<file path="src/rtl/simmem_pkg.sv">
// Request/response types shared by the simulated memory controller and its ideal memory stand-in.
package simmem_pkg;

    localparam int unsigned IdWidth           = 4;
    localparam int unsigned AddrWidth         = 16;
    localparam int unsigned DataWidth         = 32;
    localparam int unsigned MaxRBurstLenWidth = 4;
    localparam int unsigned MaxWBurstLenWidth = 4;
    localparam int unsigned MaxRBurstLen      = 15;
    localparam int unsigned MaxWBurstLen      = 15;

    typedef struct packed {
        logic [IdWidth-1:0]           id;
        logic [AddrWidth-1:0]         addr;
        logic [MaxRBurstLenWidth-1:0] burst_len;
    } raddr_t;

    typedef struct packed {
        logic [IdWidth-1:0]           id;
        logic [AddrWidth-1:0]         addr;
        logic [MaxWBurstLenWidth-1:0] burst_len;
    } waddr_t;

    typedef struct packed {
        logic [DataWidth-1:0] data;
        logic                 last;
    } wdata_t;

    typedef struct packed {
        logic [IdWidth-1:0]   id;
        logic [DataWidth-1:0] data;
        logic                 last;
    } rdata_t;

    typedef struct packed {
        logic [IdWidth-1:0] id;
        logic [1:0]         resp;
    } wresp_t;

endpackage

</file>
<file path="src/rtl/simmem_ideal_mem_if.sv">
// Bus bundle between the memory controller (master) and the ideal memory responder (slave).
interface simmem_ideal_mem_if;

    logic                  raddr_valid_i;
    logic                  raddr_ready_o;
    simmem_pkg::raddr_t    raddr_i;
    logic                  waddr_valid_i;
    logic                  waddr_ready_o;
    simmem_pkg::waddr_t    waddr_i;
    logic                  wdata_valid_i;
    logic                  wdata_ready_o;
    simmem_pkg::wdata_t    wdata_i;
    logic                  rdata_valid_o;
    logic                  rdata_ready_i;
    simmem_pkg::rdata_t    rdata_o;
    logic                  wresp_valid_o;
    logic                  wresp_ready_i;
    simmem_pkg::wresp_t    wresp_o;

    modport master (
        output raddr_valid_i, raddr_i, waddr_valid_i, waddr_i, wdata_valid_i, wdata_i,
               rdata_ready_i, wresp_ready_i,
        input  raddr_ready_o, waddr_ready_o, wdata_ready_o, rdata_valid_o, rdata_o,
               wresp_valid_o, wresp_o
    );

    modport slave (
        input  raddr_valid_i, raddr_i, waddr_valid_i, waddr_i, wdata_valid_i, wdata_i,
               rdata_ready_i, wresp_ready_i,
        output raddr_ready_o, waddr_ready_o, wdata_ready_o, rdata_valid_o, rdata_o,
               wresp_valid_o, wresp_o
    );

endinterface

</file>
<file path="src/rtl/simmem_ideal_mem.sv">
// Fixed-latency ideal memory: in-order read bursts and write responses after RespLatency idle cycles.
// Define SIMMEM_IDEAL_MEM_ASSERT_EN to compile in the input-protocol checker.

module simmem_ideal_mem_fifo #(
    parameter int unsigned Depth = 4,
    parameter int unsigned Width = 8
) (
    input  logic             clk_i,
    input  logic             rst_ni,
    input  logic             push_i,
    input  logic [Width-1:0] data_i,
    input  logic             pop_i,
    output logic [Width-1:0] data_o,
    output logic             full_o,
    output logic             empty_o
);
    localparam int unsigned PtrW = $clog2(Depth);

    logic [PtrW:0]      wptr_r;
    logic [PtrW:0]      rptr_r;
    logic [Width-1:0]   mem_r [Depth];
    logic               push_ok_s;
    logic               pop_ok_s;

    assign full_o    = (wptr_r[PtrW] != rptr_r[PtrW]) && (wptr_r[PtrW-1:0] == rptr_r[PtrW-1:0]);
    assign empty_o   = (wptr_r == rptr_r);
    assign push_ok_s = push_i && !full_o;
    assign pop_ok_s  = pop_i && !empty_o;
    assign data_o    = mem_r[rptr_r[PtrW-1:0]];

    // Pointer update; the extra wrap bit separates full from empty.
    always_ff @(posedge clk_i) begin
        if (!rst_ni) begin
            wptr_r <= '0;
            rptr_r <= '0;
        end else begin
            if (push_ok_s) begin
                wptr_r <= wptr_r + (PtrW+1)'(1);
            end
            if (pop_ok_s) begin
                rptr_r <= rptr_r + (PtrW+1)'(1);
            end
        end
    end

    // Entry storage; contents are meaningless while the entry is not occupied.
    always_ff @(posedge clk_i) begin
        if (push_ok_s) begin
            mem_r[wptr_r[PtrW-1:0]] <= data_i;
        end
    end
endmodule

`ifdef SIMMEM_IDEAL_MEM_ASSERT_EN
module simmem_ideal_mem_sva (
    input logic               clk_i,
    input logic               rst_ni,
    input logic               raddr_valid_i,
    input logic               raddr_ready_o,
    input simmem_pkg::raddr_t raddr_i,
    input logic               waddr_valid_i,
    input logic               waddr_ready_o,
    input simmem_pkg::waddr_t waddr_i,
    input logic               wdata_valid_i,
    input logic               wdata_ready_o,
    input simmem_pkg::wdata_t wdata_i,
    input logic               w_final_beat_s
);
    raddr_hold_a: assert property (@(posedge clk_i) disable iff (!rst_ni)
        (raddr_valid_i && !raddr_ready_o) |=> (raddr_valid_i && $stable(raddr_i)));
    waddr_hold_a: assert property (@(posedge clk_i) disable iff (!rst_ni)
        (waddr_valid_i && !waddr_ready_o) |=> (waddr_valid_i && $stable(waddr_i)));
    wdata_hold_a: assert property (@(posedge clk_i) disable iff (!rst_ni)
        (wdata_valid_i && !wdata_ready_o) |=> (wdata_valid_i && $stable(wdata_i)));
    rlen_max_a: assert property (@(posedge clk_i) disable iff (!rst_ni)
        raddr_valid_i |-> (32'(raddr_i.burst_len) <= 32'(simmem_pkg::MaxRBurstLen)));
    wlen_max_a: assert property (@(posedge clk_i) disable iff (!rst_ni)
        waddr_valid_i |-> (32'(waddr_i.burst_len) <= 32'(simmem_pkg::MaxWBurstLen)));
    wlast_a: assert property (@(posedge clk_i) disable iff (!rst_ni)
        (wdata_valid_i && wdata_ready_o) |-> (wdata_i.last == w_final_beat_s));
endmodule
`endif

module simmem_ideal_mem #(
    parameter int unsigned ReadQueueDepth  = 4,
    parameter int unsigned WriteQueueDepth = 4,
    parameter int unsigned RespLatency     = 3
) (
    input logic                clk_i,
    input logic                rst_ni,
    simmem_ideal_mem_if.slave  bus
);
    import simmem_pkg::*;

    localparam int unsigned RBW  = MaxRBurstLenWidth;
    localparam int unsigned WBW  = MaxWBurstLenWidth;
    localparam int unsigned LatW = (RespLatency == 0) ? 1 : $clog2(RespLatency + 1);
    localparam logic [LatW-1:0] LatLoad = LatW'(RespLatency);

    typedef struct packed {
        logic [IdWidth-1:0] id;
        logic [RBW-1:0]     len;
    } rq_entry_t;

    typedef struct packed {
        logic [IdWidth-1:0] id;
        logic [WBW-1:0]     len;
    } wq_entry_t;

    typedef enum logic [1:0] {R_IDLE = 2'd0, R_WAIT = 2'd1, R_BURST = 2'd2} r_state_t;
    typedef enum logic [1:0] {W_IDLE = 2'd0, W_DATA = 2'd1, W_WAIT = 2'd2, W_RESP = 2'd3} w_state_t;

    // Read path state
    r_state_t           r_state_r, r_state_next_s;
    logic [IdWidth-1:0] r_id_r, r_id_next_s;
    logic [RBW-1:0]     r_len_r, r_len_next_s;
    logic [RBW-1:0]     r_beat_r, r_beat_next_s;
    logic [LatW-1:0]    r_lat_r, r_lat_next_s;
    logic               r_pop_s, r_full_s, r_empty_s, rdata_hs_s;
    rq_entry_t          r_head_s, r_push_data_s;
    logic               rdata_valid_r, rdata_valid_next_s;
    rdata_t             rdata_r, rdata_next_s;

    // Write path state
    w_state_t           w_state_r, w_state_next_s;
    logic [IdWidth-1:0] w_id_r, w_id_next_s;
    logic [WBW-1:0]     w_len_r, w_len_next_s;
    logic [WBW-1:0]     w_beat_r, w_beat_next_s;
    logic [LatW-1:0]    w_lat_r, w_lat_next_s;
    logic               w_pop_s, w_full_s, w_empty_s, wdata_hs_s, wresp_hs_s;
    wq_entry_t          w_head_s, w_push_data_s;
    logic               wdata_ready_r, wdata_ready_next_s;
    logic               wresp_valid_r, wresp_valid_next_s;
    wresp_t             wresp_r, wresp_next_s;

    logic               unused_s;

    assign r_push_data_s = '{id: bus.raddr_i.id, len: bus.raddr_i.burst_len};
    assign w_push_data_s = '{id: bus.waddr_i.id, len: bus.waddr_i.burst_len};

    simmem_ideal_mem_fifo #(.Depth(ReadQueueDepth), .Width($bits(rq_entry_t))) u_read_fifo (
        .clk_i   (clk_i),
        .rst_ni  (rst_ni),
        .push_i  (bus.raddr_valid_i),
        .data_i  (r_push_data_s),
        .pop_i   (r_pop_s),
        .data_o  (r_head_s),
        .full_o  (r_full_s),
        .empty_o (r_empty_s)
    );

    simmem_ideal_mem_fifo #(.Depth(WriteQueueDepth), .Width($bits(wq_entry_t))) u_write_fifo (
        .clk_i   (clk_i),
        .rst_ni  (rst_ni),
        .push_i  (bus.waddr_valid_i),
        .data_i  (w_push_data_s),
        .pop_i   (w_pop_s),
        .data_o  (w_head_s),
        .full_o  (w_full_s),
        .empty_o (w_empty_s)
    );

    assign bus.raddr_ready_o = !r_full_s;
    assign bus.waddr_ready_o = !w_full_s;
    assign bus.rdata_valid_o = rdata_valid_r;
    assign bus.rdata_o       = rdata_r;
    assign bus.wdata_ready_o = wdata_ready_r;
    assign bus.wresp_valid_o = wresp_valid_r;
    assign bus.wresp_o       = wresp_r;

    assign rdata_hs_s = rdata_valid_r && bus.rdata_ready_i;
    assign wdata_hs_s = wdata_ready_r && bus.wdata_valid_i;
    assign wresp_hs_s = wresp_valid_r && bus.wresp_ready_i;
    assign unused_s   = ^{bus.raddr_i.addr, bus.waddr_i.addr, bus.wdata_i};

    // Read FSM state and active-request registers.
    always_ff @(posedge clk_i) begin
        if (!rst_ni) begin
            r_state_r <= R_IDLE;
            r_id_r    <= '0;
            r_len_r   <= '0;
            r_beat_r  <= '0;
            r_lat_r   <= '0;
        end else begin
            r_state_r <= r_state_next_s;
            r_id_r    <= r_id_next_s;
            r_len_r   <= r_len_next_s;
            r_beat_r  <= r_beat_next_s;
            r_lat_r   <= r_lat_next_s;
        end
    end

    // Read FSM next state; WAIT leaves when the counter is about to hit zero.
    always_comb begin
        r_state_next_s = r_state_r;
        r_pop_s        = 1'b0;
        r_id_next_s    = r_id_r;
        r_len_next_s   = r_len_r;
        r_beat_next_s  = r_beat_r;
        r_lat_next_s   = r_lat_r;
        case (r_state_r)
            R_IDLE: begin
                if (!r_empty_s) begin
                    r_pop_s        = 1'b1;
                    r_id_next_s    = r_head_s.id;
                    r_len_next_s   = r_head_s.len;
                    r_beat_next_s  = '0;
                    r_lat_next_s   = LatLoad;
                    r_state_next_s = (RespLatency == 0) ? R_BURST : R_WAIT;
                end else begin
                    r_state_next_s = R_IDLE;
                end
            end
            R_WAIT: begin
                r_lat_next_s = r_lat_r - LatW'(1);
                if (r_lat_r <= LatW'(1)) begin
                    r_state_next_s = R_BURST;
                end else begin
                    r_state_next_s = R_WAIT;
                end
            end
            R_BURST: begin
                if (rdata_hs_s && (r_beat_r == r_len_r)) begin
                    r_state_next_s = R_IDLE;
                end else if (rdata_hs_s) begin
                    r_beat_next_s = r_beat_r + RBW'(1);
                end else begin
                    r_state_next_s = R_BURST;
                end
            end
            default: r_state_next_s = R_IDLE;
        endcase
    end

    // Read output values for the next cycle, derived from the next active registers.
    always_comb begin
        rdata_next_s       = '0;
        rdata_valid_next_s = (r_state_next_s == R_BURST);
        if (rdata_valid_next_s) begin
            rdata_next_s.id   = r_id_next_s;
            rdata_next_s.last = (r_beat_next_s == r_len_next_s);
        end else begin
            rdata_next_s = '0;
        end
    end

    // Write FSM state and active-request registers.
    always_ff @(posedge clk_i) begin
        if (!rst_ni) begin
            w_state_r <= W_IDLE;
            w_id_r    <= '0;
            w_len_r   <= '0;
            w_beat_r  <= '0;
            w_lat_r   <= '0;
        end else begin
            w_state_r <= w_state_next_s;
            w_id_r    <= w_id_next_s;
            w_len_r   <= w_len_next_s;
            w_beat_r  <= w_beat_next_s;
            w_lat_r   <= w_lat_next_s;
        end
    end

    // Write FSM next state; data is only accepted once its address is active.
    always_comb begin
        w_state_next_s = w_state_r;
        w_pop_s        = 1'b0;
        w_id_next_s    = w_id_r;
        w_len_next_s   = w_len_r;
        w_beat_next_s  = w_beat_r;
        w_lat_next_s   = w_lat_r;
        case (w_state_r)
            W_IDLE: begin
                if (!w_empty_s) begin
                    w_pop_s        = 1'b1;
                    w_id_next_s    = w_head_s.id;
                    w_len_next_s   = w_head_s.len;
                    w_beat_next_s  = '0;
                    w_state_next_s = W_DATA;
                end else begin
                    w_state_next_s = W_IDLE;
                end
            end
            W_DATA: begin
                if (wdata_hs_s && (w_beat_r == w_len_r)) begin
                    w_lat_next_s   = LatLoad;
                    w_state_next_s = (RespLatency == 0) ? W_RESP : W_WAIT;
                end else if (wdata_hs_s) begin
                    w_beat_next_s = w_beat_r + WBW'(1);
                end else begin
                    w_state_next_s = W_DATA;
                end
            end
            W_WAIT: begin
                w_lat_next_s = w_lat_r - LatW'(1);
                if (w_lat_r <= LatW'(1)) begin
                    w_state_next_s = W_RESP;
                end else begin
                    w_state_next_s = W_WAIT;
                end
            end
            W_RESP: begin
                if (wresp_hs_s) begin
                    w_state_next_s = W_IDLE;
                end else begin
                    w_state_next_s = W_RESP;
                end
            end
            default: w_state_next_s = W_IDLE;
        endcase
    end

    // Write output values for the next cycle.
    always_comb begin
        wresp_next_s       = '0;
        wdata_ready_next_s = (w_state_next_s == W_DATA);
        wresp_valid_next_s = (w_state_next_s == W_RESP);
        if (wresp_valid_next_s) begin
            wresp_next_s.id = w_id_next_s;
        end else begin
            wresp_next_s = '0;
        end
    end

    // Registered handshake outputs for both paths.
    always_ff @(posedge clk_i) begin
        if (!rst_ni) begin
            rdata_valid_r <= 1'b0;
            rdata_r       <= '0;
            wdata_ready_r <= 1'b0;
            wresp_valid_r <= 1'b0;
            wresp_r       <= '0;
        end else begin
            rdata_valid_r <= rdata_valid_next_s;
            rdata_r       <= rdata_next_s;
            wdata_ready_r <= wdata_ready_next_s;
            wresp_valid_r <= wresp_valid_next_s;
            wresp_r       <= wresp_next_s;
        end
    end

`ifdef SIMMEM_IDEAL_MEM_ASSERT_EN
    simmem_ideal_mem_sva u_sva (
        .clk_i          (clk_i),
        .rst_ni         (rst_ni),
        .raddr_valid_i  (bus.raddr_valid_i),
        .raddr_ready_o  (bus.raddr_ready_o),
        .raddr_i        (bus.raddr_i),
        .waddr_valid_i  (bus.waddr_valid_i),
        .waddr_ready_o  (bus.waddr_ready_o),
        .waddr_i        (bus.waddr_i),
        .wdata_valid_i  (bus.wdata_valid_i),
        .wdata_ready_o  (bus.wdata_ready_o),
        .wdata_i        (bus.wdata_i),
        .w_final_beat_s (w_beat_r == w_len_r)
    );
`else
    // Protocol checker not compiled into this build.
`endif
endmodule

</file>
<file path="src/flat_wrapper.sv">
// flat-port wrapper written by rule: the top's interface ports become plain ports
module simmem_ideal_mem_flat import simmem_pkg::*;
#(
    parameter int unsigned ReadQueueDepth  = 4,
    parameter int unsigned WriteQueueDepth = 4,
    parameter int unsigned RespLatency     = 3
)
  (clk_i, rst_ni, bus_raddr_valid_i, bus_raddr_i, bus_waddr_valid_i, bus_waddr_i, bus_wdata_valid_i, bus_wdata_i, bus_rdata_ready_i, bus_wresp_ready_i, bus_raddr_ready_o, bus_waddr_ready_o, bus_wdata_ready_o, bus_rdata_valid_o, bus_rdata_o, bus_wresp_valid_o, bus_wresp_o);
  simmem_ideal_mem_if bus_i ();
  input logic clk_i;
  input logic rst_ni;
  input wire logic [$bits(bus_i.raddr_valid_i)-1:0] bus_raddr_valid_i;
  input wire logic [$bits(bus_i.raddr_i)-1:0] bus_raddr_i;
  input wire logic [$bits(bus_i.waddr_valid_i)-1:0] bus_waddr_valid_i;
  input wire logic [$bits(bus_i.waddr_i)-1:0] bus_waddr_i;
  input wire logic [$bits(bus_i.wdata_valid_i)-1:0] bus_wdata_valid_i;
  input wire logic [$bits(bus_i.wdata_i)-1:0] bus_wdata_i;
  input wire logic [$bits(bus_i.rdata_ready_i)-1:0] bus_rdata_ready_i;
  input wire logic [$bits(bus_i.wresp_ready_i)-1:0] bus_wresp_ready_i;
  output wire logic [$bits(bus_i.raddr_ready_o)-1:0] bus_raddr_ready_o;
  output wire logic [$bits(bus_i.waddr_ready_o)-1:0] bus_waddr_ready_o;
  output wire logic [$bits(bus_i.wdata_ready_o)-1:0] bus_wdata_ready_o;
  output wire logic [$bits(bus_i.rdata_valid_o)-1:0] bus_rdata_valid_o;
  output wire logic [$bits(bus_i.rdata_o)-1:0] bus_rdata_o;
  output wire logic [$bits(bus_i.wresp_valid_o)-1:0] bus_wresp_valid_o;
  output wire logic [$bits(bus_i.wresp_o)-1:0] bus_wresp_o;
  assign bus_i.raddr_valid_i = bus_raddr_valid_i;
  assign bus_i.raddr_i = bus_raddr_i;
  assign bus_i.waddr_valid_i = bus_waddr_valid_i;
  assign bus_i.waddr_i = bus_waddr_i;
  assign bus_i.wdata_valid_i = bus_wdata_valid_i;
  assign bus_i.wdata_i = bus_wdata_i;
  assign bus_i.rdata_ready_i = bus_rdata_ready_i;
  assign bus_i.wresp_ready_i = bus_wresp_ready_i;
  assign bus_raddr_ready_o = bus_i.raddr_ready_o;
  assign bus_waddr_ready_o = bus_i.waddr_ready_o;
  assign bus_wdata_ready_o = bus_i.wdata_ready_o;
  assign bus_rdata_valid_o = bus_i.rdata_valid_o;
  assign bus_rdata_o = bus_i.rdata_o;
  assign bus_wresp_valid_o = bus_i.wresp_valid_o;
  assign bus_wresp_o = bus_i.wresp_o;
  simmem_ideal_mem #(.ReadQueueDepth(ReadQueueDepth), .WriteQueueDepth(WriteQueueDepth), .RespLatency(RespLatency)) u_core (.clk_i(clk_i), .rst_ni(rst_ni), .bus(bus_i));
endmodule
</file>
<file path="config.mk">
export PLATFORM = sky130hd
export DESIGN_NAME = simmem_ideal_mem_flat
export DESIGN_NICKNAME = d
export VERILOG_FILES = /design/src/rtl/simmem_pkg.sv /design/src/rtl/simmem_ideal_mem_if.sv /design/src/rtl/simmem_ideal_mem.sv /design/src/flat_wrapper.sv
export SDC_FILE = /design/constraint.sdc
export NUM_CORES = 1
export LEC_CHECK = 0
export ABC_CLOCK_PERIOD_IN_PS = 3000
export CORE_MARGIN = 8
export CORE_UTILIZATION = 35
export CTS_CLUSTER_DIAMETER = 80
export DETAILED_ROUTE_END_ITERATION = 8
export GPL_TIMING_DRIVEN = 0
export MAX_ROUTING_LAYER = met4
export PLACE_DENSITY = 0.65
export SLEW_MARGIN = 20
export SYNTH_ARGS = -nofsm -noshare
export SYNTH_HDL_FRONTEND = slang
export SYNTH_SLANG_ARGS = --single-unit
export TNS_END_PERCENT = 50
</file>
<file path="constraint.sdc">
create_clock -name clk_i -period 3 [get_ports clk_i]
set_input_delay 0.6 -clock clk_i [delete_from_list [all_inputs] [get_ports clk_i]]
set_output_delay 0.6 -clock clk_i [all_outputs]
set_load 0.02 [all_outputs]
</file>
# ---- Word-level counts from Yosys, hierarchy flattened
# Memory sizes are Yosys's and may differ from the RTL's. A register that Yosys moved wholly into a read port is not among the register bits.
# Cells that the tools add are included.
dict set report word_totals {
  ff_bits 56
  ram_bits 64
  elab_cells 122
  n_memories 2
}
# name words word_bits rd rd_clocked_by_memory_dff wr line_no
set mem_list {}
lappend mem_list {u_core.u_read_fifo.mem_r 4 8 1 1 1 simmem_ideal_mem.sv:21} ;# logic [Width-1:0] mem_r [Depth];
lappend mem_list {u_core.u_write_fifo.mem_r 4 8 1 1 1 simmem_ideal_mem.sv:21}
dict set report op_classes {
  add_sub_neg 8
  order_cmp 2
  eq_ne 22
  n_mux 41
  bitwise_logic 1
  reduce_logical 26
}
# cell count
set ops {}
lappend ops {{$mux 4} 12}
lappend ops {{$mux 2} 12}
lappend ops {{$pmux 4 s2} 2}
lappend ops {{$add 3x1->3 const B} 4}
lappend ops {{$eq 4x4->1} 3}
lappend ops {{$logic_and 1x1->1} 11}
lappend ops {{$mux 1} 11}
lappend ops {{$eq 2x2->1 const B} 5}
lappend ops {{$reduce_and 2->1} 5}
lappend ops {{$add 4x1->4 const B} 2}
lappend ops {{$pmux 2 s2} 2}
lappend ops {{$pmux 2 s4} 1}
lappend ops {{$eq 2x1->1 const B} 3}
lappend ops {{$eq 3x3->1} 2}
lappend ops {{$ne 2x2->1 const B} 3}
lappend ops {{$pmux 2 s3} 1}
lappend ops {{$reduce_bool 2->1} 3}
lappend ops {{$eq 2x2->1} 2}
lappend ops {{$le 2x1->1 const B} 2}
lappend ops {{$logic_not 1->1} 4}
lappend ops {{$logic_not 2->1} 2}
lappend ops {{$ne 2x1->1 const B} 2}
lappend ops {{$reduce_and 4->1} 1}
lappend ops {{$sub 2x1->2 const B} 2}
lappend ops {{2 further kinds} 3}

# ---- Depth between registers and ports, before layout
# Gate-level depths: netlist (run 1).
dict set report logic_depth {
  ltp_word 6
  ltp_mapped 6
}

# ---- Hierarchy
# Synthesis (run 1) repeated with hierarchy kept, for this count alone.
dict set report unflattened {
  hier_cells 463
  area_unflattened_um2 5711.7
}
# module n_inst cells_per_inst area_per_inst_um2
set by_module_without_submodules {}
lappend by_module_without_submodules {simmem_ideal_mem_fifo 2 110 1724.2}
lappend by_module_without_submodules {simmem_ideal_mem 1 243 2263.4}

# ---- Worst setup path before layout (run 1)
# OpenSTA, ideal clock, no wires.
dict set report synth_path {
  kind {in2reg}
  startpoint {input bus_rdata_ready_i}
  endpoint {register u_core.rdata_r (netlist bit u_core.bus.rdata_o[0])}
  arrival_time_ns 1.779
  required_time_ns 2.897
  path_slack_ns 1.117
  path_stages 6
  n_path_buf 1
  path_cell_list {and4b_1 -> buf_6 -> o41a_1 -> and4_1 -> o2111ai_1 -> a2111oi_2}
}
dict set report synth_via {
  elab_chain_cells 6
  word_cells_on_any_way 11
}
# item line_no
set synth_lines {}
lappend synth_lines {{start, declared} flat_wrapper.sv:18} ;# input wire logic [$bits(bus_i.rdata_ready_i)-1:0] bus_rdata_ready_i;
lappend synth_lines {{$logic_and 1x1->1 (*)} simmem_ideal_mem.sv:171} ;# assign rdata_hs_s = rdata_valid_r && bus.rdata_ready_i;
lappend synth_lines {{$mux 2 / $logic_and 1x1->1 (equally long branches)} {simmem_ideal_mem.sv:225, simmem_ideal_mem.sv:223}}
lappend synth_lines {{$mux 2} simmem_ideal_mem.sv:223} ;# if (rdata_hs_s && (r_beat_r == r_len_r)) begin
lappend synth_lines {{$pmux 2 s3} simmem_ideal_mem.sv:201} ;# case (r_state_r)
lappend synth_lines {{$eq 2x2->1} simmem_ideal_mem.sv:238} ;# rdata_valid_next_s = (r_state_next_s == R_BURST);
lappend synth_lines {{$reduce_and 2->1 (no source line)} n/a}
lappend synth_lines {{end signal, assigned} simmem_ideal_mem.sv:335} ;# rdata_r <= rdata_next_s;
lappend synth_lines {{end, declared} simmem_ideal_mem.sv:122} ;# rdata_t rdata_r, rdata_next_s;
# Mark *: on every way between the ends. The rest lies on a longest branch, timed or not.
# A chain may end at the register's enable or synchronous reset.

# ---- Worst setup path in the final report (run 1)
dict set report layout_path {
  startpoint {register u_core.u_write_fifo.wptr_r[0]}
  endpoint {output bus_waddr_ready_o}
}
dict set report layout_via {
  elab_chain_cells 3
}
# item line_no
set layout_lines {}
lappend layout_lines {{start, declared} simmem_ideal_mem.sv:19} ;# logic [PtrW:0] wptr_r;
lappend layout_lines {{start signal, assigned} simmem_ideal_mem.sv:38} ;# wptr_r <= wptr_r + (PtrW+1)'(1);
lappend layout_lines {{$eq 2x2->1} simmem_ideal_mem.sv:25} ;# assign full_o = (wptr_r[PtrW] != rptr_r[PtrW]) && (wptr_r[PtrW-1:0] == rptr_r[PtrW-1:0]);
lappend layout_lines {{$logic_and 1x1->1} simmem_ideal_mem.sv:25}
lappend layout_lines {{$logic_not 1->1} simmem_ideal_mem.sv:164} ;# assign bus.waddr_ready_o = !w_full_s;
lappend layout_lines {{end, declared} flat_wrapper.sv:21} ;# output wire logic [$bits(bus_i.waddr_ready_o)-1:0] bus_waddr_ready_o;
# Every way passes these cells.

==> results of run 1 <==
## placed cells by master, fill, tap and decap left out, types with 17 or more instances in the layout
master	instances
a21oi_1	19
edfxtp_1	64
inv_1	17
clkdlybuf4s50_1	36
conb_1	34
dfxtp_1	60
buf_4	35
xnor2_1	20
clkbuf_16	17
nor2_1	52
## sequential cells by signal, indices dropped and copies added, names as in the netlist, 2 cells and up, named ones only
signal	count
u_core.u_read_fifo.mem_r	32
u_core.u_write_fifo.mem_r	32
u_core.bus.rdata_o	5
u_core.bus.wresp_o	4
u_core.r_beat_r	4
u_core.r_id_r	4
u_core.r_len_r	4
u_core.w_beat_r	4
u_core.w_id_r	4
u_core.w_len_r	4
u_core.u_read_fifo.rptr_r	3
u_core.u_read_fifo.wptr_r	3
u_core.u_write_fifo.rptr_r	3
u_core.u_write_fifo.wptr_r	3
u_core.r_lat_r	2
u_core.r_state_r	2
u_core.w_lat_r	2
u_core.w_state_r	2
## kinds of logic after synthesis
| kind of cell | after synthesis | synth area share, % |
|---|---|---|
| mux | 30 | 9.42 |
| other cells | 1 | 0.0696 |
| fa+ha+maj | 14 | 3.25 |
| buf+inv | 66 | 7.89 |
| flops | 124 | 57.9 |
| xor+xnor | 28 | 4.83 |
| simple gates | 108 | 9.68 |
| compound gates | 53 | 6.94 |
## area by class of cell
class,instances,area (sq um),share of cell area [%]
Buffer,49,362,5.37
Clock buffer,18,429,6.37
Clock inverter,14,194,2.88
Inverter,17,63.8,0.948
Multi-Input combinational cell,267,1970,29.2
Sequential cell,124,3120,46.4
Tap cell,188,235,3.49
Timing Repair Buffer,36,360,5.35
## worst min path at each step
stage / startpoint / to / slack, ns / cells past startpoint
finish: u_core.r_lat_r[0] / u_core.r_lat_r[0] / 0.47 / 2
global route: u_core.r_lat_r[0] / u_core.r_lat_r[0] / 0.50 / 2
CTS: u_core.r_lat_r[0] / u_core.r_lat_r[0] / 0.47 / 2
detailed placement: u_core.r_lat_r[0] / u_core.r_lat_r[0] / 0.46 / 2
global placement: u_core.r_lat_r[0] / u_core.r_lat_r[0] / 0.45 / 2
floorplan: u_core.r_lat_r[0] / u_core.r_lat_r[0] / 0.44 / 2
## power breakdown
part           total, mW  switching [mW]  internal (mW)
clock network       2.11           0.724           1.39
registers           2.19           0.156           2.04
logic               1.53           0.825          0.700
total               5.83            1.71           4.13
## worst min-delay path, delay by kind of cell, from the launching register on
family / cells / cell delay (ns)
DFF: 1 / 0.32
AOI/OAI and AO/OA: 1 / 0.05
and+or+nand+nor: 1 / 0.05
## layer usage
| layer | wire [microns] | up-vias |
|---|---|---|
| met5 | 0 | - |
| met4 | 176 | 0 |
| met1 | 4370 | 1532 |
| met3 | 469 | 13 |
| li1 | - | 1641 |
| met2 | 4940 | 69 |
## stage by stage
stage | utilization [%] | setup slack, ns | power [mW] | hold WS, ns | instance area (sq um)
after floorplan | - | 1.12 | 3.38 | 0.445 | 5520
after global placement | 40.3 | 0.438 | 3.71 | 0.455 | 6110
after detailed placement | 40.3 | 0.381 | 3.76 | 0.465 | 6110
after global routing | 44.5 | 0.405 | 6.15 | 0.499 | 6730
after CTS | 44.5 | 0.478 | 5.88 | 0.472 | 6730
final | 44.5 | 0.489 | 5.83 | 0.468 | 6730
==> results.md, run 1 <==
Status:
- The flow ran to the end, and the final reports show no timing, DRC or antenna violations.

Job:
- The max-cap violation count is 0.

Critical path:
- STA puts the critical path data arrival time at 1.91 ns.
- Along the worst path, the maximum fanout reaches 5.
- The type of element capturing the critical path is an output pin.
- For this run, the slowest stage of the critical path takes 0.58 ns.
- Walking the worst path, the cells encountered are xnor2_1, nand3_1, clkdlybuf4s50_1.
- The required time reported for the critical path endpoint is 2.40 ns.
- The count of cells along the worst register-to-register path is 5.
- The kind of cell adding the most delay to the critical path is buffers and inverters.
- The critical path start-end classification is register to output pin.
- Counting both buffers and inverters, the worst setup path holds a total of 1.
- Counting buffers and inverters, the worst setup path is 3 cells deep.
- Following the worst setup path forward leads to its endpoint at bus_waddr_ready_o.
- The worst register-to-register path ends at u_core.bus.rdata_o[36].
- The startpoint of the worst setup timing path is u_core.u_write_fifo.wptr_r[0].
- Across all register-to-register paths, the minimum setup slack is 0.74 ns.
- The worst setup path is launched from a register.
- On the critical path, the stage with the largest delay is an instance of clkdlybuf4s50_1.
- The start of the worst register-to-register path is u_core.r_beat_r[0].

Synthesis:
- The flip-flop and latch count after synthesis is 124.
- In this run the mean area of a mapped cell was 12.7 sq um.
- The count of flip-flops with a built-in enable after synthesis is 64.
- The commonest cells after synthesis are 64 x edfxtp_1, 60 x dfxtp_1, 52 x nor2_1.
- The share of flip-flops with an asynchronous set or reset is 0%.
- The synthesized netlist occupies a cell area of 5390 sq um.
- By area the synthesized netlist is led by edfxtp_1 36%, dfxtp_1 22%, mux4_2 5.8%, buf_4 4.9%, nor2_1 3.6%.
- In this run, distinct cell masters in the synthesized netlist total 56.
- After synthesis, flip-flops and latches occupy 57.9% of the total area.
- Of the post-synthesis cell area, the dominant cell type holds 35.6%.
- In the post-synthesis netlist, the cell with the most instances is edfxtp_1.
- Synthesis produced 424 cells.
- During synthesis, Yosys emitted a total of 0 warnings.
- The most instantiated flip-flop cell in the synthesis netlist is edfxtp_1.
- The post-synthesis cell type with the largest combined area is edfxtp_1.

Global route:
- The number of antenna violations at the first check in global routing came to 0.
- The first global-routing pass estimated 16.3 mm of wire.
- Entering global routing, the biggest net connects 17 pins.
- The via count of the first global-routing pass is 3285.
- For met3 alone, demand over resource in global routing was 3.70%.
- The layer carrying the most global-route usage is met2.
- The sum of overflow across all layers after global routing is 0.
- Global routing used 10.9% of the available tracks across all layers.
- For met2 alone, demand over resource in global routing was 17.8%.
- The global-route track usage on met1 is 12.0%.

Die:
- The die extent in y is 140 microns.
- The die covers 19600 sq um.
- The standard cell core area is 15100 sq um.
- The I/O pin total is 136.
- The die outline width is 140 microns.
- Row generation in the floorplan step produced 45 rows.
- For this configuration, the core starts out at a cell density of 35.6%.

Route:
- The iteration-0 DRC count of the detailed router is 265.
- The total wire length after detailed routing is 9.95 mm.
- In the routed design, unresolved DRC markers number 0.
- Dividing the detail-routed wire length by the instance count gives 14.0 microns.
- The number of vias per cell is 4.57.
- For this run, the detailed router's first-pass iteration total came to 4.
- The count of antenna-violating nets left after detailed routing is 0.
- The detailed router placed 3255 vias in this run.

Clock network:
- CTS saw 124 sinks.
- Clock tree synthesis inserted a total of 17 buffers.
- After clock tree synthesis, the repair step resized 0 gates.
- The cell sitting at the root of the clock tree is a clkbuf_16.
- The H-tree depth is 4.
- The quantity of hold-fixing buffers added after cts is 0.
- The number of buffers inserted to repair setup after CTS is 0.
- In this run the deepest clock path goes through 2 buffers.
- The clock transition at the registers of the reported paths is 0.05 ns.
- TritonCTS built the clock tree.
- The clock reaches the later pin of the worst-skew pair after 0.41 ns.

Timing:
- The summed negative setup slack over all endpoints is 0 ns.
- The peak clock frequency supported by timing is 398 MHz.
- The number of hold violations in the final report is 0.
- The number of setup violations in the final report is 0.
- Setup repair after global routing left no endpoint under its margin.
- The relative slew slack is 50.0%.
- The worst path in the final design needs a cycle of 2.51 ns, including I/O delays and setup.
- For the pin with the worst max-slew slack, the measured transition is 0.745 ns.
- The final critical path takes up 83.7% of the cycle.
- The final clock skew is 0.00986 ns.
- The total count of max-transition violations in the final report was 0.

Layout:
- In the final design database the tool counted 614 nets.
- The non-filler instance count after layout is 713.
- The relative area change from synthesis to final layout is 24.9%.
- The share of final-layout standard cells stronger than drive strength 1 is 17.5%.
- The number of diodes added for antenna fixing is 0.
- The total of fill cells in the finished design is 1353.

Pwr:
- The worst supply voltage drop on vdd is 0.000334 V.
- Summed over all cells, the static leakage comes to 2.60 nW.
- For this design the ratio of total power to cell area is 866 nW/um^2.

Min path:
- The worst hold path belongs to the class register to register.

Placement:
- The count of buffers added on input and output ports is 36.
- The placed cell count is 681.
- The routability congestion estimate is 0.819.
- Once detailed placement completed, the half-perimeter wirelength came to 7.25 mm.
No activity file was read; power rests on OpenSTA's default activity.
==> run 2: changes to the inputs <==
ABC_CLOCK_PERIOD_IN_PS = 2100   (was 3000)
PLACE_DENSITY = 0.68   (was 0.65)
clock period = 2.1 ns   (was 3 ns; I/O delays follow)
==> run 2 against run 1 <==
Cell area grew 1.1%. Worst setup slack lost 0.40 ns. Utilization is 0.48 points higher.
==> results.md, run 2 (synthesized netlist as in run 1, its figures left out) <==
Critical path:
- Data on the critical path arrives at its endpoint at 2.31 ns.
- The start of the worst register-to-register path is u_core.r_beat_r[2].
- The type of element capturing the critical path is a register.
- The kind of launch point of the worst setup path is a register.
- The maximum net fanout on the critical path is 9.
- The critical path goes through buf_4, xor2_1, o41a_1, a31oi_1, o2111ai_1, a2111oi_2.
- The highest-delay cell along the critical path is o41a_1.
- The number of buffers and inverters on the critical path is 1.
- The required time reported for the critical path endpoint is 2.40 ns.
- The setup check on the worst reg-to-reg path leaves a slack of 0.09 ns.
- The critical path start-end classification is register to register.
- The endpoint of the most critical register-to-register path is u_core.bus.rdata_o[0].
- The number of cells on the worst reg-to-reg path is 6.
- The kind of cell adding the most delay to the critical path is compound AO/OA/AOI/OAI gates.
- In this design, the stage delay of the slowest critical-path cell is 0.50 ns.

Clock network:
- The cell at the root of the clock tree is clkbuf_16.
- Clock latency on the worst-skew pair, taken at its later pin, is 0.41 ns.
- The H-tree depth is 4.
- The clock passes through at most 2 buffers.
- The quantity of hold-fixing buffers added after cts is 0.
- The clock tree from TritonCTS is built.
- After clock tree synthesis, the clock-pin slew on the worst setup and hold paths is 0.06 ns.
- In this run, CTS created clock tree buffers numbering 17.
- Counting every sink on the clock net gives 124.

Layout:
- The library cell used most frequently in the layout, excluding fill and tap cells, is edfxtp_1.
- The net total in the final layout is 615.
- The relative area change from synthesis to final layout is 26.2%.
- The core utilization of the finished layout is 44.9%.
- Of the cells placed in the final design, the portion with a size suffix greater than 1 is 20.3%.
- In the layout the commonest cells are 64 x edfxtp_1, 56 x dfxtp_1, 52 x nor2_1, 35 x buf_4.
- The number of diodes added for antenna fixing is 0.
- The final standard cell area without fillers is 6810 sq um.

Global route:
- The sum of overflow across all layers after global routing is 0.
- The first-pass GRT wire length is 16.9 mm.
- The largest net degree at the start of global routing is 17.
- The via count of the first global-routing pass is 3433.
- For this run, the total global-route usage over all layers was measured as 11.2%.
- The number of antenna violations at the first check in global routing is 0.

Timing:
- In the finished design, the share of the clock period the worst path needs comes to 95.6%.
- The final clock skew is 0.00782 ns.
- The total count of max-transition violations in the final report is 0.
- At the pin with the least slew margin, the transition time is 0.749 ns.
- The relative slew slack is 49.6%.
- Setup repair after global routing left no endpoint under its margin.
- The number of hold violations in the final report is 0.
- The post-route worst hold slack is 0.475 ns.
- Derived from the worst setup path, the maximum achievable clock frequency is 498 MHz.
- The slack of the critical path is 0.0920 ns.
- Setup total negative slack on the finished layout was measured at 0 ns.
- Setup violations remaining at the end of the flow were counted as 0.
- The minimum clock period is 2.01 ns.

Job:
- The max-cap violation count is 0.

Die:
- In this run the vertical extent of the chip is 140 microns.
- Once the floorplan was initialized, standard cells occupied 35.6% of the core.
- The core region is 15100 sq um.
- 136 I/O pins were placed.
- The die footprint is 19600 sq um.
- After floorplanning, the core was divided into 45 placement rows.
- The die is 140 microns wide.

Pwr:
- For this design the static power due to leakage is 2.63 nW.
- The worst-case IR drop observed on VDD is 0.000532 V.
- In this run the power density over the cells is 1240 nW/um^2.

Route:
- The total DRC errors in the routed layout is 0.
- The iteration-0 DRC count of the detailed router is 209.
- The count of nets left with antenna violations once routing finished came out at 0.
- The first detailed-routing pass ran for 4 iterations.
- The number of vias per cell is 4.70.
- The via count is 3357.
- After detailed routing, the average wire length per cell comes to 14.2 microns.
- Wires add up to 10.2 mm.

Min path:
- The path with the worst hold slack has its endpoint at u_core.r_lat_r[0].
- The startpoint of the worst hold path is u_core.r_lat_r[0].
- The depth of the worst hold-timing path is 2.
- The worst min-delay path category is register to register.

Status:
- The flow ran to the end, and the final reports show no timing, DRC or antenna violations.

Placement:
- The routability congestion estimate is 0.806.
- The standard cell area after detailed placement is 6110 sq um.
- At the placement stage, the worst setup path has a slack of -0.348 ns.
- The count of input and output buffers is 36.
- The sum of net half-perimeters after detailed placement is 7.20 mm.
run 2: worst max-delay path by stage:
stage                     depth (start not counted)                from  slack [ns]                            to
after floorplan                                   5  u_core.r_beat_r[0]        0.27         u_core.bus.rdata_o[0]
after global placement                            7   bus_rdata_ready_i       -0.30         u_core.bus.rdata_o[0]
after detailed placement                          5              rst_ni       -0.35  u_core.u_read_fifo.rptr_r[1]
after CTS                                         5  u_core.r_beat_r[1]        0.06         u_core.bus.rdata_o[0]
after global routing                              6  u_core.r_beat_r[2]       0.003         u_core.bus.rdata_o[0]
final                                             6  u_core.r_beat_r[2]        0.09         u_core.bus.rdata_o[0]
run 2: routing by layer:
metal  GRT usage (%)  vias to the layer above  wire (microns)
li1                -                     1642               -
met1            12.6                     1602            4490
met2            17.8                      102            4880
met3            4.08                       11             646
met4            4.97                        0             127
met5               -                        -               0
run 2: tightest hold or removal path, delay by kind of cell, from the launching register on:
family           cells  cell delay (ns)
AND/OR/NAND/NOR      1             0.06
flip-flops           1             0.32
AO/OA/AOI/OAI        1             0.05
run 2: per-stage QoR:
step                std cells  power [mW]
floorplan                 457        4.83
global placement          681        5.29
detailed placement        681        5.36
CTS                       713        8.44
global route              714        8.87
finish                    714        8.43
run 2: cell type report:
class                   instances  area, sq um
inverters                      17         63.8
repair buffers                 37          378
fillers                      1347         8340
flip-flops and latches        124         3130
well taps                     188          235
multi-input cells             267         2020
plain buffers                  49          363
clock buffers                  20          479
clock inverters                12          144
run 2: what timing repair did:
action | 4_1_cts | 5_1_grt
gates cloned | 0 | 0
buffers inserted | 0 | 1
resized for setup | 9 | 8
pin swaps | 0 | 1
setup endpoints to repair | 9 | 23
run 2: power breakdown:
part	internal, mW	total [mW]	leakage [nW]	switching, mW
sequential	2.91	3.15	1.08	0.235
combinational	1.06	2.26	1.24	1.20
clock	1.92	3.03	0.308	1.11
==> run 3: changes to the inputs <==
CTS_BUF_LIST = sky130_fd_sc_hd__clkbuf_8   (was not set)
SLEW_MARGIN = 10   (was 20)
==> run 3 against run 2 <==
Wire length fell by 1.4%. Critical endpoint unchanged. Power fell by 8.4%. Clock-buffer cell count fell by 3. Cell area fell by 2.6%. Clock power fell by 23%. Global-route usage fell by 0.074 points. Combinational power barely moved. Worst hold slack improved by 0.0028 ns. Sequential cell count did not move. Largest cell class unchanged. Register-to-register slack barely moved. Non-clock buffer count did not move.
==> results.md, run 3 (synthesized netlist as in run 1, its figures left out) <==
Status:
- The flow ran to the end, and the final reports show no timing, DRC or antenna violations.

Critical path:
- At the worst endpoint, the required time is 2.43 ns.
- The logic depth of the worst setup path including buffers is 6.
- The largest individual stage delay along the critical path comes from the cell o41a_1.
- The count of cells along the worst register-to-register path is 6.
- The signal on the critical path passes through buf_4, xor2_1, o41a_1, a31oi_1, o2111ai_1, a2111oi_2.
- The delay of the slowest cell on the worst path is 0.51 ns.
- The start of the worst register-to-register path is u_core.r_beat_r[2].
- Along the worst path, the maximum fanout reaches 9.
- The endpoint of the most critical register-to-register path is u_core.bus.rdata_o[0].
- The destination of the critical timing path is u_core.bus.rdata_o[0].
- Across all register-to-register paths, the minimum setup slack is 0.09 ns.
- The critical path in this run is classified as register to register.
- The type of element capturing the critical path is a register.
- Together, buffers and inverters on the worst path number 1.
- The startpoint of the worst setup timing path is u_core.r_beat_r[2].
- The arrival time at the worst endpoint is 2.34 ns.
- Broken down by cell family, the worst path's largest delay share belongs to compound AO/OA/AOI/OAI gates.
- STA classifies the critical path startpoint as a register.

Clock network:
- Counting the buffers created by CTS gives 17.
- Counting along the longest clock path gives a buffer depth of 2.
- The clock transition at the registers of the reported paths is 0.08 ns.
- Clock latency on the worst-skew pair, taken at its later pin, is 0.43 ns.
- The total clock sinks is 124.
- The H-tree depth is 4.
- TritonCTS built the clock tree.
- The cell at the root of the clock tree is clkbuf_8.

Timing:
- The minimum clock period is 2.01 ns.
- Setup repair after global routing could not meet its margin everywhere.
- Setup violations remaining at the end of the flow were counted as 0.
- Dividing the final minimum period by the clock period gives 95.7%.
- The worst pin sits at a relative slew slack of 50.3%.
- The final clock skew is 0.0103 ns.
- Derived from the worst setup path, the maximum achievable clock frequency is 498 MHz.
- The actual transition at the worst max-transition pin is 0.739 ns.
- The total count of max-transition violations in the final report is 0.
- The number of hold violations in the final report is 0.
- The slack of the critical path is 0.0910 ns.

Layout:
- In the layout the commonest cells are 64 x edfxtp_1, 56 x dfxtp_1, 52 x nor2_1, 35 x buf_4.
- The most common cell after layout, fill and taps aside is edfxtp_1.
- The net total in the final layout is 615.
- The number of antenna diodes in the final layout is 0.
- The post-route netlist has 20.5% of its cells at a drive strength greater than 1.
- The finished layout holds 714 standard cells, fillers aside.
- The relative area change from synthesis to final layout is 22.9%.

Route:
- In the routed design, unresolved DRC markers number 0.
- The number of vias per cell is 4.72.
- After the first detailed-routing iteration, the DRC count stood at 260.
- The via count is 3372.
- The count of antenna-violating nets left after detailed routing is 0.
- Summed over all layers, the routed wires come to 10.0 mm.
- Before antenna repair, the detailed router went through 5 iterations.
- In the final routed layout, each cell accounts on average for 14.0 microns.

Global route:
- Entering global routing, the biggest net connects 17 pins.
- The total global-route track usage is 11.1%.
- The first global-routing pass estimated 16.8 mm of wire.
- The via count of the first global-routing pass is 3431.
- The sum of overflow across all layers after global routing is 0.
- The number of antenna violations at the first check in global routing is 0.

Die:
- In this run the standard cell core region covers 15100 sq um.
- In this run the horizontal extent of the chip is 140 microns.
- The initial core utilization is 35.6%.
- After floorplanning, the core was divided into 45 placement rows.
- The die extent in y is 140 microns.
- The die footprint is 19600 sq um.
- The I/O pin total is 136.

Pwr:
- The cell-internal power is 5.29 mW.
- VDD sags by at most 0.000440 V.
- The power spent charging and discharging nets is 2.43 mW.
- In this run the power density over the cells is 1170 nW/um^2.
- The proportion of total power due to net switching is 31.5%.
- The part of the power in registers is 40.7%.
- The power consumption is 7.72 mW.
- Summed over all cells, the static leakage comes to 2.55 nW.
- Combinational cells account for 29.1% of the total power.
- The clock network accounts for 30.2% of the total power.

Placement:
- The placed cell count is 681.
- Detailed placement finished with a half-perimeter wire length of 7.20 mm.
- The count of input and output buffers is 36.
- The routability congestion estimate is 0.806.
- The worst slack at placement is -0.348 ns.

Job:
- The tool flagged a number of max-cap violations equal to 0.

Min path:
- Counting instances, the worst hold path has a depth of 2.
- The worst min-delay path category is register to register.
run 3: cell count changes in the layout (fill, tap and decap cells not counted), sizes merged:
cell and change:
inv +1, clkbuf -3, bufinv +2
run 3: repair_timing:
| action | in CTS | in global routing |
|---|---|---|
| resized for setup | 9 | 8 |
| pin swaps | 0 | 1 |
| endpoints found under the hold margin | 0 | 0 |
| endpoints found under the setup margin | 9 | 22 |
| hold buffers | 0 | 0 |
| buffers inserted | 0 | 1 |
run 3: worst min-delay path by stage:
stage | start | endpoint | slack [ns]
2_1_floorplan | u_core.r_lat_r[0] | u_core.r_lat_r[0] | 0.44
3_3_place_gp | u_core.r_lat_r[0] | u_core.r_lat_r[0] | 0.46
3_5_place_dp | u_core.r_lat_r[0] | u_core.r_lat_r[0] | 0.47
4_1_cts | u_core.r_lat_r[0] | u_core.r_lat_r[0] | 0.48
5_1_grt | u_core.r_lat_r[0] | u_core.r_lat_r[0] | 0.52
6_report | u_core.r_lat_r[0] | u_core.r_lat_r[0] | 0.48
run 3: stage by stage:
| step | util (%) | instance area (sq um) | TNS [ns] | hold WS [ns] |
|---|---|---|---|---|
| 3_3_place_gp | 40.3 | 6110 | -12.20 | 0.455 |
| 2_1_floorplan | - | 5520 | 0 | 0.445 |
| 6_report | 43.8 | 6630 | 0 | 0.478 |
| 4_1_cts | 43.5 | 6590 | 0 | 0.481 |
| 3_5_place_dp | 40.3 | 6110 | -15.32 | 0.470 |
| 5_1_grt | 43.8 | 6630 | -0.00216 | 0.521 |
run 3: final cells by class:
| class | instances | area (sq um) |
|---|---|---|
| Clock inverter | 15 | 208 |
| Sequential cell | 124 | 3130 |
| Multi-Input combinational cell | 267 | 2020 |
| Tap cell | 188 | 235 |
| Clock buffer | 17 | 234 |
| Timing Repair Buffer | 37 | 378 |
| Inverter | 17 | 63.8 |
| Fill cell | 1360 | 8520 |
| Buffer | 49 | 362 |
run 3: power by group through the flow:
stage	Clock, mW	Sequential (mW)	Combinational [mW]
after floorplan	0	3.17	1.66
after global placement	0	3.17	2.12
after detailed placement	0	3.18	2.18
after CTS	2.37	3.14	2.21
after global routing	2.47	3.20	2.50
final	2.33	3.14	2.25
run 3: per-layer routing:
| layer | GRT usage, % | vias up | part of all wire, % |
|---|---|---|---|
| met3 | 4.25 | 21 | 7.0 |
| met4 | 5.31 | 0 | 2.2 |
| met1 | 12.5 | 1611 | 44 |
| met5 | - | - | 0 |
| met2 | 17.3 | 101 | 47 |
| li1 | - | 1639 | - |
run 3: worst reg2reg max path: stages (launching register included):
cell and delay (ns):
dfxtp_1 0.30, buf_4 0.16, xor2_1 0.18, o41a_1 0.51
a31oi_1 0.25, o2111ai_1 0.17, a2111oi_2 0.33
